## src/rtl/types_pkg.sv

```systemverilog
// Shared word type, divider state encoding and the magnitude helper used by
// the signed divider.
package types_pkg;

    localparam int BITS = 32;

    typedef logic [BITS-1:0] word_t;

    typedef enum logic [2:0] {
        IDLE,
        PREP,
        ITER,
        FIX,
        DONE
    } div_state_t;

    // One bit wider than the word so that |MIN| is representable.
    function automatic logic [BITS:0] abs_ext(input word_t v);
        logic [BITS:0] ext;
        ext = {v[BITS-1], v};
        return ext[BITS] ? (~ext + 1'b1) : ext;
    endfunction

endpackage

```

## src/rtl/divider_restoring_signed_div_step.sv

```systemverilog
// One restoring-division step: shift in the next dividend bit, trial-subtract
// the divisor, keep the difference if non-negative, otherwise restore.
import types_pkg::*;

module div_step #(
    parameter int WIDTH = BITS
) (
    input  logic [WIDTH:0] rem_i,
    input  logic           msb_i,
    input  logic [WIDTH:0] dvs_i,
    output logic [WIDTH:0] rem_o,
    output logic           q_bit_o
);

    logic [WIDTH+1:0] shifted;
    logic [WIDTH+1:0] trial;

    // The partial remainder stays below the divisor, so WIDTH+2 bits hold the
    // shifted value and the signed difference without overflow.
    assign shifted = {rem_i, msb_i};
    assign trial   = shifted - {1'b0, dvs_i};
    assign q_bit_o = ~trial[WIDTH+1];
    assign rem_o   = q_bit_o ? trial[WIDTH:0] : shifted[WIDTH:0];

endmodule

```

## src/rtl/divider_restoring_signed.sv

```systemverilog
// Iterative restoring divider with start/done handshake, busy, divide-by-zero
// flag and optional two's-complement operation.
import types_pkg::*;

module divider_restoring_signed #(
    parameter int WIDTH  = BITS,
    parameter bit SIGNED = 1'b1
) (
    input  logic             clk,
    input  logic             rst,
    input  logic             start,
    input  logic [WIDTH-1:0] dividend,
    input  logic [WIDTH-1:0] divisor,
    output logic             busy,
    output logic             done,
    output logic [WIDTH-1:0] quotient,
    output logic [WIDTH-1:0] remainder,
    output logic             div_by_zero
);

    localparam int CW = $clog2(WIDTH + 1);

    div_state_t       state_q;
    logic             busy_q;
    logic             done_q;
    logic             dz_q;
    logic             q_neg_q;
    logic             r_neg_q;
    logic [WIDTH-1:0] quot_q;
    logic [WIDTH-1:0] rmd_q;
    logic [WIDTH-1:0] dvd_q;
    logic [WIDTH:0]   dvs_q;
    logic [WIDTH:0]   rem_q;
    logic [CW-1:0]    cnt_q;

    logic [WIDTH:0]   rem_d;
    logic             q_bit_d;
    logic [WIDTH-1:0] dvd_d;
    logic [WIDTH:0]   dvd_mag;
    logic [WIDTH:0]   dvs_mag;

    generate
        if (SIGNED && (WIDTH == BITS)) begin : g_pkg_abs
            assign dvd_mag = abs_ext(dvd_q);
            assign dvs_mag = abs_ext(dvs_q[WIDTH-1:0]);
        end else if (SIGNED) begin : g_local_abs
            logic [WIDTH:0] dvd_ext;
            logic [WIDTH:0] dvs_ext;
            assign dvd_ext = {dvd_q[WIDTH-1], dvd_q};
            assign dvs_ext = {dvs_q[WIDTH-1], dvs_q[WIDTH-1:0]};
            assign dvd_mag = dvd_ext[WIDTH] ? (~dvd_ext + 1'b1) : dvd_ext;
            assign dvs_mag = dvs_ext[WIDTH] ? (~dvs_ext + 1'b1) : dvs_ext;
        end else begin : g_unsigned
            assign dvd_mag = {1'b0, dvd_q};
            assign dvs_mag = {1'b0, dvs_q[WIDTH-1:0]};
        end
    endgenerate

    div_step #(.WIDTH(WIDTH)) u_step (
        .rem_i   (rem_q),
        .msb_i   (dvd_q[WIDTH-1]),
        .dvs_i   (dvs_q),
        .rem_o   (rem_d),
        .q_bit_o (q_bit_d)
    );

    // Quotient bits shift into the vacated low end of the dividend register.
    assign dvd_d = {dvd_q[WIDTH-2:0], q_bit_d};

    always_ff @(posedge clk or negedge rst) begin
        if (!rst) begin
            state_q <= IDLE;
            busy_q  <= 1'b0;
            done_q  <= 1'b0;
            dz_q    <= 1'b0;
            q_neg_q <= 1'b0;
            r_neg_q <= 1'b0;
            quot_q  <= '0;
            rmd_q   <= '0;
            dvd_q   <= '0;
            dvs_q   <= '0;
            rem_q   <= '0;
            cnt_q   <= '0;
        end else begin
            done_q <= 1'b0;
            case (state_q)
                IDLE: begin
                    if (start) begin
                        if (divisor == '0) begin
                            quot_q  <= '1;
                            rmd_q   <= dividend;
                            dz_q    <= 1'b1;
                            done_q  <= 1'b1;
                            state_q <= DONE;
                        end else begin
                            dvd_q   <= dividend;
                            dvs_q   <= {1'b0, divisor};
                            busy_q  <= 1'b1;
                            state_q <= PREP;
                        end
                    end
                end
                PREP: begin
                    q_neg_q <= SIGNED & (dvd_q[WIDTH-1] ^ dvs_q[WIDTH-1]);
                    r_neg_q <= SIGNED & dvd_q[WIDTH-1];
                    dvd_q   <= WIDTH'(dvd_mag);
                    dvs_q   <= dvs_mag;
                    rem_q   <= '0;
                    cnt_q   <= '0;
                    state_q <= ITER;
                end
                ITER: begin
                    rem_q <= rem_d;
                    dvd_q <= dvd_d;
                    cnt_q <= cnt_q + 1'b1;
                    if (cnt_q == CW'(WIDTH - 1)) begin
                        state_q <= FIX;
                    end
                end
                FIX: begin
                    quot_q  <= q_neg_q ? (~dvd_q + 1'b1) : dvd_q;
                    rmd_q   <= WIDTH'(r_neg_q ? (~rem_q + 1'b1) : rem_q);
                    dz_q    <= 1'b0;
                    busy_q  <= 1'b0;
                    done_q  <= 1'b1;
                    state_q <= DONE;
                end
                DONE: begin
                    state_q <= IDLE;
                end
                default: begin
                    state_q <= IDLE;
                end
            endcase
        end
    end

    assign busy        = busy_q;
    assign done        = done_q;
    assign quotient    = quot_q;
    assign remainder   = rmd_q;
    assign div_by_zero = dz_q;

endmodule

```

## config.mk

```make
export PLATFORM = sky130hd
export DESIGN_NAME = divider_restoring_signed
export DESIGN_NICKNAME = d
export VERILOG_FILES = /design/src/rtl/types_pkg.sv /design/src/rtl/divider_restoring_signed_div_step.sv /design/src/rtl/divider_restoring_signed.sv
export SDC_FILE = /design/constraint.sdc
export NUM_CORES = 1
export LEC_CHECK = 0
export BUFFER_PORTS_ARGS = -buffer_cell sky130_fd_sc_hd__buf_2
export CORE_UTILIZATION = 25
export DETAILED_ROUTE_END_ITERATION = 10
export GPL_ROUTABILITY_DRIVEN = 0
export SLEW_MARGIN = 20
export SYNTH_ARGS = -nofsm -noshare
export SYNTH_HDL_FRONTEND = slang
export SYNTH_SLANG_ARGS = --single-unit
```

## constraint.sdc

```tcl
create_clock -name clk -period 3.8 [get_ports clk]
set_clock_uncertainty 0.2 [all_clocks]
set_input_delay 0.76 -clock clk [delete_from_list [all_inputs] [get_ports clk]]
set_output_delay 0.76 -clock clk [all_outputs]
set_load 0.01 [all_outputs]
```

==> results_dict.tcl <==
set metrics [dict create \
    grt_first_pass_wirelength_um 58700 \
    power_per_cell_area_nw_per_um2 986 \
    synthMostInstantiatedCell "dfrtp_1" \
    fin_crit_sh_pct 98.6 \
    synth_edf_count 0 \
    cts.clk_slew.worst_paths_ns 0.07 \
    synth_cell_types 55 \
    core_area_um2 45300 \
    maxSlewHeadroom_pct 33.0 \
    fillCellCount 4889 \
    status "completed" \
    nets 1617 \
    cp.required_ns 3.92 \
    port_buffers 133 \
    dr_total_vias 11100 \
    clock.fmax_mhz 267 \
    grt_max_degree 67 \
    drtIter0Drc 989 \
    use_met1_pct 23.3 \
    ys_ff_latch 176 \
    yosysTopAreaCell "dfrtp_1" \
    clk_path_buf_depth 2 \
    synthTopCellsByArea "dfrtp_1, o21ai_0, nand2_1" \
    cts-root-buf "clkbuf_16" \
    die-area_um2 46700 \
    synth_top_area_share_pct 38.4 \
    yosysSeqAreaShare_pct 38.4 \
    io_pins 134 \
    top_usage_layer "met2" \
    fin_crit_ns 3.75 \
    grt.overflow.total 0 \
    cts_tree "done" \
    synth_area_um2 11500 \
    holdWs_ns 0.0963 \
    crit_path_end_kind "register" \
    dpl.hpwl_um 27900 \
    synthFlopType "dfrtp_1" \
    setup_violations 0 \
    insertedDiodeCount 0 \
    fp.dieW_um 216 \
    critPathKind "register to register" \
    clock_latency_ns 0.46 \
    die_h_um 216 \
    drt_first_pass_iters 6 \
    hold_path_class "primary input to async pin" \
    grt_util_met2_pct 24.1 \
    rsz0062_at_grt "true" \
    hold_viol 0 \
    total_power_mw 13.5 \
    async_flop_share_pct 100 \
    yosysWarnings 0 \
    slew_violations 0 \
    avgViaCountPerCell 5.21 \
    area_growth_syn_to_layout_pct 19.6 \
    grt_usage_pct 16.0 \
    leakage_nw 5.88 \
    worstMarginPinSlew_ns 1.00 \
    critPathArrivalTime_ns 3.87 \
    irDropWorstVdd_mv 0.383 \
    drv_cap 0 \
    postSynthNetCount 1493 \
    grt_pass1_vias 10300 \
    antenna_left 0 \
    drt_wl_total_um 37500 \
    route.detailed.drc 0 \
    setup_tns_ns 0 \
    finish.utilization_pct 30.3 \
    antenna_found_initial 0 \
    start_util_pct 25.3 \
    cp-start-kind "register" \
    use_met3_pct 3.12 \
    htreeDepth 4 \
    post_cts_buffers 0 \
    rows 78 \
    wl_per_cell_um 17.7 \
    numCtsBuffers 17 \
    path_max_fanout 3 \
    drive_above_1_share_pct 16.2 \
    synthTopCellsByCount "dfrtp_1, o21ai_0, nand2_1" \
    syn_area_per_cell_um2 8.26 \
    cts_num_sinks 176 \
    postSynthCellCount 1387 \
]
## cell usage in the layout, fill, tap and decap left out, types with 17 or more instances in the layout
master / n
or3_1: 21
inv_1: 47
o21ai_0: 164
a31oi_1: 36
buf_2: 132
xnor2_1: 49
a21o_1: 24
buf_4: 53
clkbuf_16: 17
nor2_1: 111
xor2_1: 45
nand2_1: 163
a21oi_1: 92
nand4_1: 18
ha_1: 38
a22oi_1: 17
nor4_1: 20
mux2i_1: 19
nor3_1: 69
dfrtp_1: 175
a32oi_1: 25
## cell families (layout without fill, tap and decap cells)
| kind of cell | after synthesis | in the layout | share of synthesized area (%) |
|---|---|---|---|
| fa+ha+maj | 39 | 39 | 4.32 |
| flops | 176 | 176 | 38.4 |
| simple gates | 484 | 484 | 20.1 |
| mux | 19 | 19 | 1.66 |
| compound gates | 443 | 443 | 23.9 |
| xor+xnor | 95 | 95 | 7.26 |
| buf+inv | 131 | 267 | 4.29 |
## sequential cells by signal, indices dropped and copies added, names as in the netlist, 3 cells and up
register / flops
rem_q: 33
quotient: 32
remainder: 32
dvs_q: 33
dvd_q: 32
state_q: 3
cnt_q: 6
## worst max-delay path: stages (launching register included)
cell and delay [ns]:
dfrtp_1 0.38, or4_4 0.54, or3_4 0.36, or3_4 0.37, or3_1 0.37, or4_4 0.42, or4_4 0.51, o31ai_2 0.21
xor2_1 0.18, a21oi_1 0.08
## stage by stage
step                cell area [um2]  instances  worst slack [ns]
CTS                           13700       2123           0.00256
global placement              13100       2092           -0.0290
finish                        13700       2123            0.0517
detailed placement            13100       2092           0.00493
floorplan                     11500       1387            0.0417
global route                  13700       2123           -0.0460
## power by group
part | leakage (nW) | internal [mW] | switching, mW
Clock | 0.274 | 1.01 | 0.802
Sequential | 2.12 | 2.75 | 1.00
Combinational | 3.49 | 3.29 | 4.68
Total | 5.88 | 7.05 | 6.48
## layout make-up
type / count / area [um2] / share of cell area (%)
clock buffers: 21 / 460 / 3.36
clock inverters: 10 / 128 / 0.931
inverters: 47 / 176 / 1.29
multi-input cells: 1080 / 6660 / 48.6
flip-flops and latches: 176 / 4410 / 32.1
well taps: 600 / 751 / 5.47
repair buffers: 189 / 1130 / 8.24
## per-layer routing
layer  up-vias  routed length (um)
li1       5317                   -
met1      5320               17700
met2       403               16500
met3        30                2810
met4         0                 457
met5         -                   0
## worst paths after layout
kind	cells past startpoint	to	slack [ns]	from
max reg2reg	9	remainder[28]$_DFFE_PN0P_	0.05	rem_q[6]$_DFFE_PN0N_
min in group clk	1	cnt_q[5]$_DFFE_PN0N_	0.29	cnt_q[5]$_DFFE_PN0N_
min reg2reg	1	cnt_q[5]$_DFFE_PN0N_	0.29	cnt_q[5]$_DFFE_PN0N_
min	1	quotient[7]$_DFFE_PN0P_	0.1	rst
max in group asynchronous	2	dvs_q[30]$_DFFE_PN0P_	2.48	rst
max	9	remainder[28]$_DFFE_PN0P_	0.05	rem_q[6]$_DFFE_PN0N_
## repair_timing
action / in CTS / in global routing
cloned: 0 / 0
resized for setup: 1 / 9
setup endpoints to repair: 1 / 19
pin swaps: 0 / 2
hold buffers: 0 / 0
Note: power is estimated with default switching activity, not from simulation.
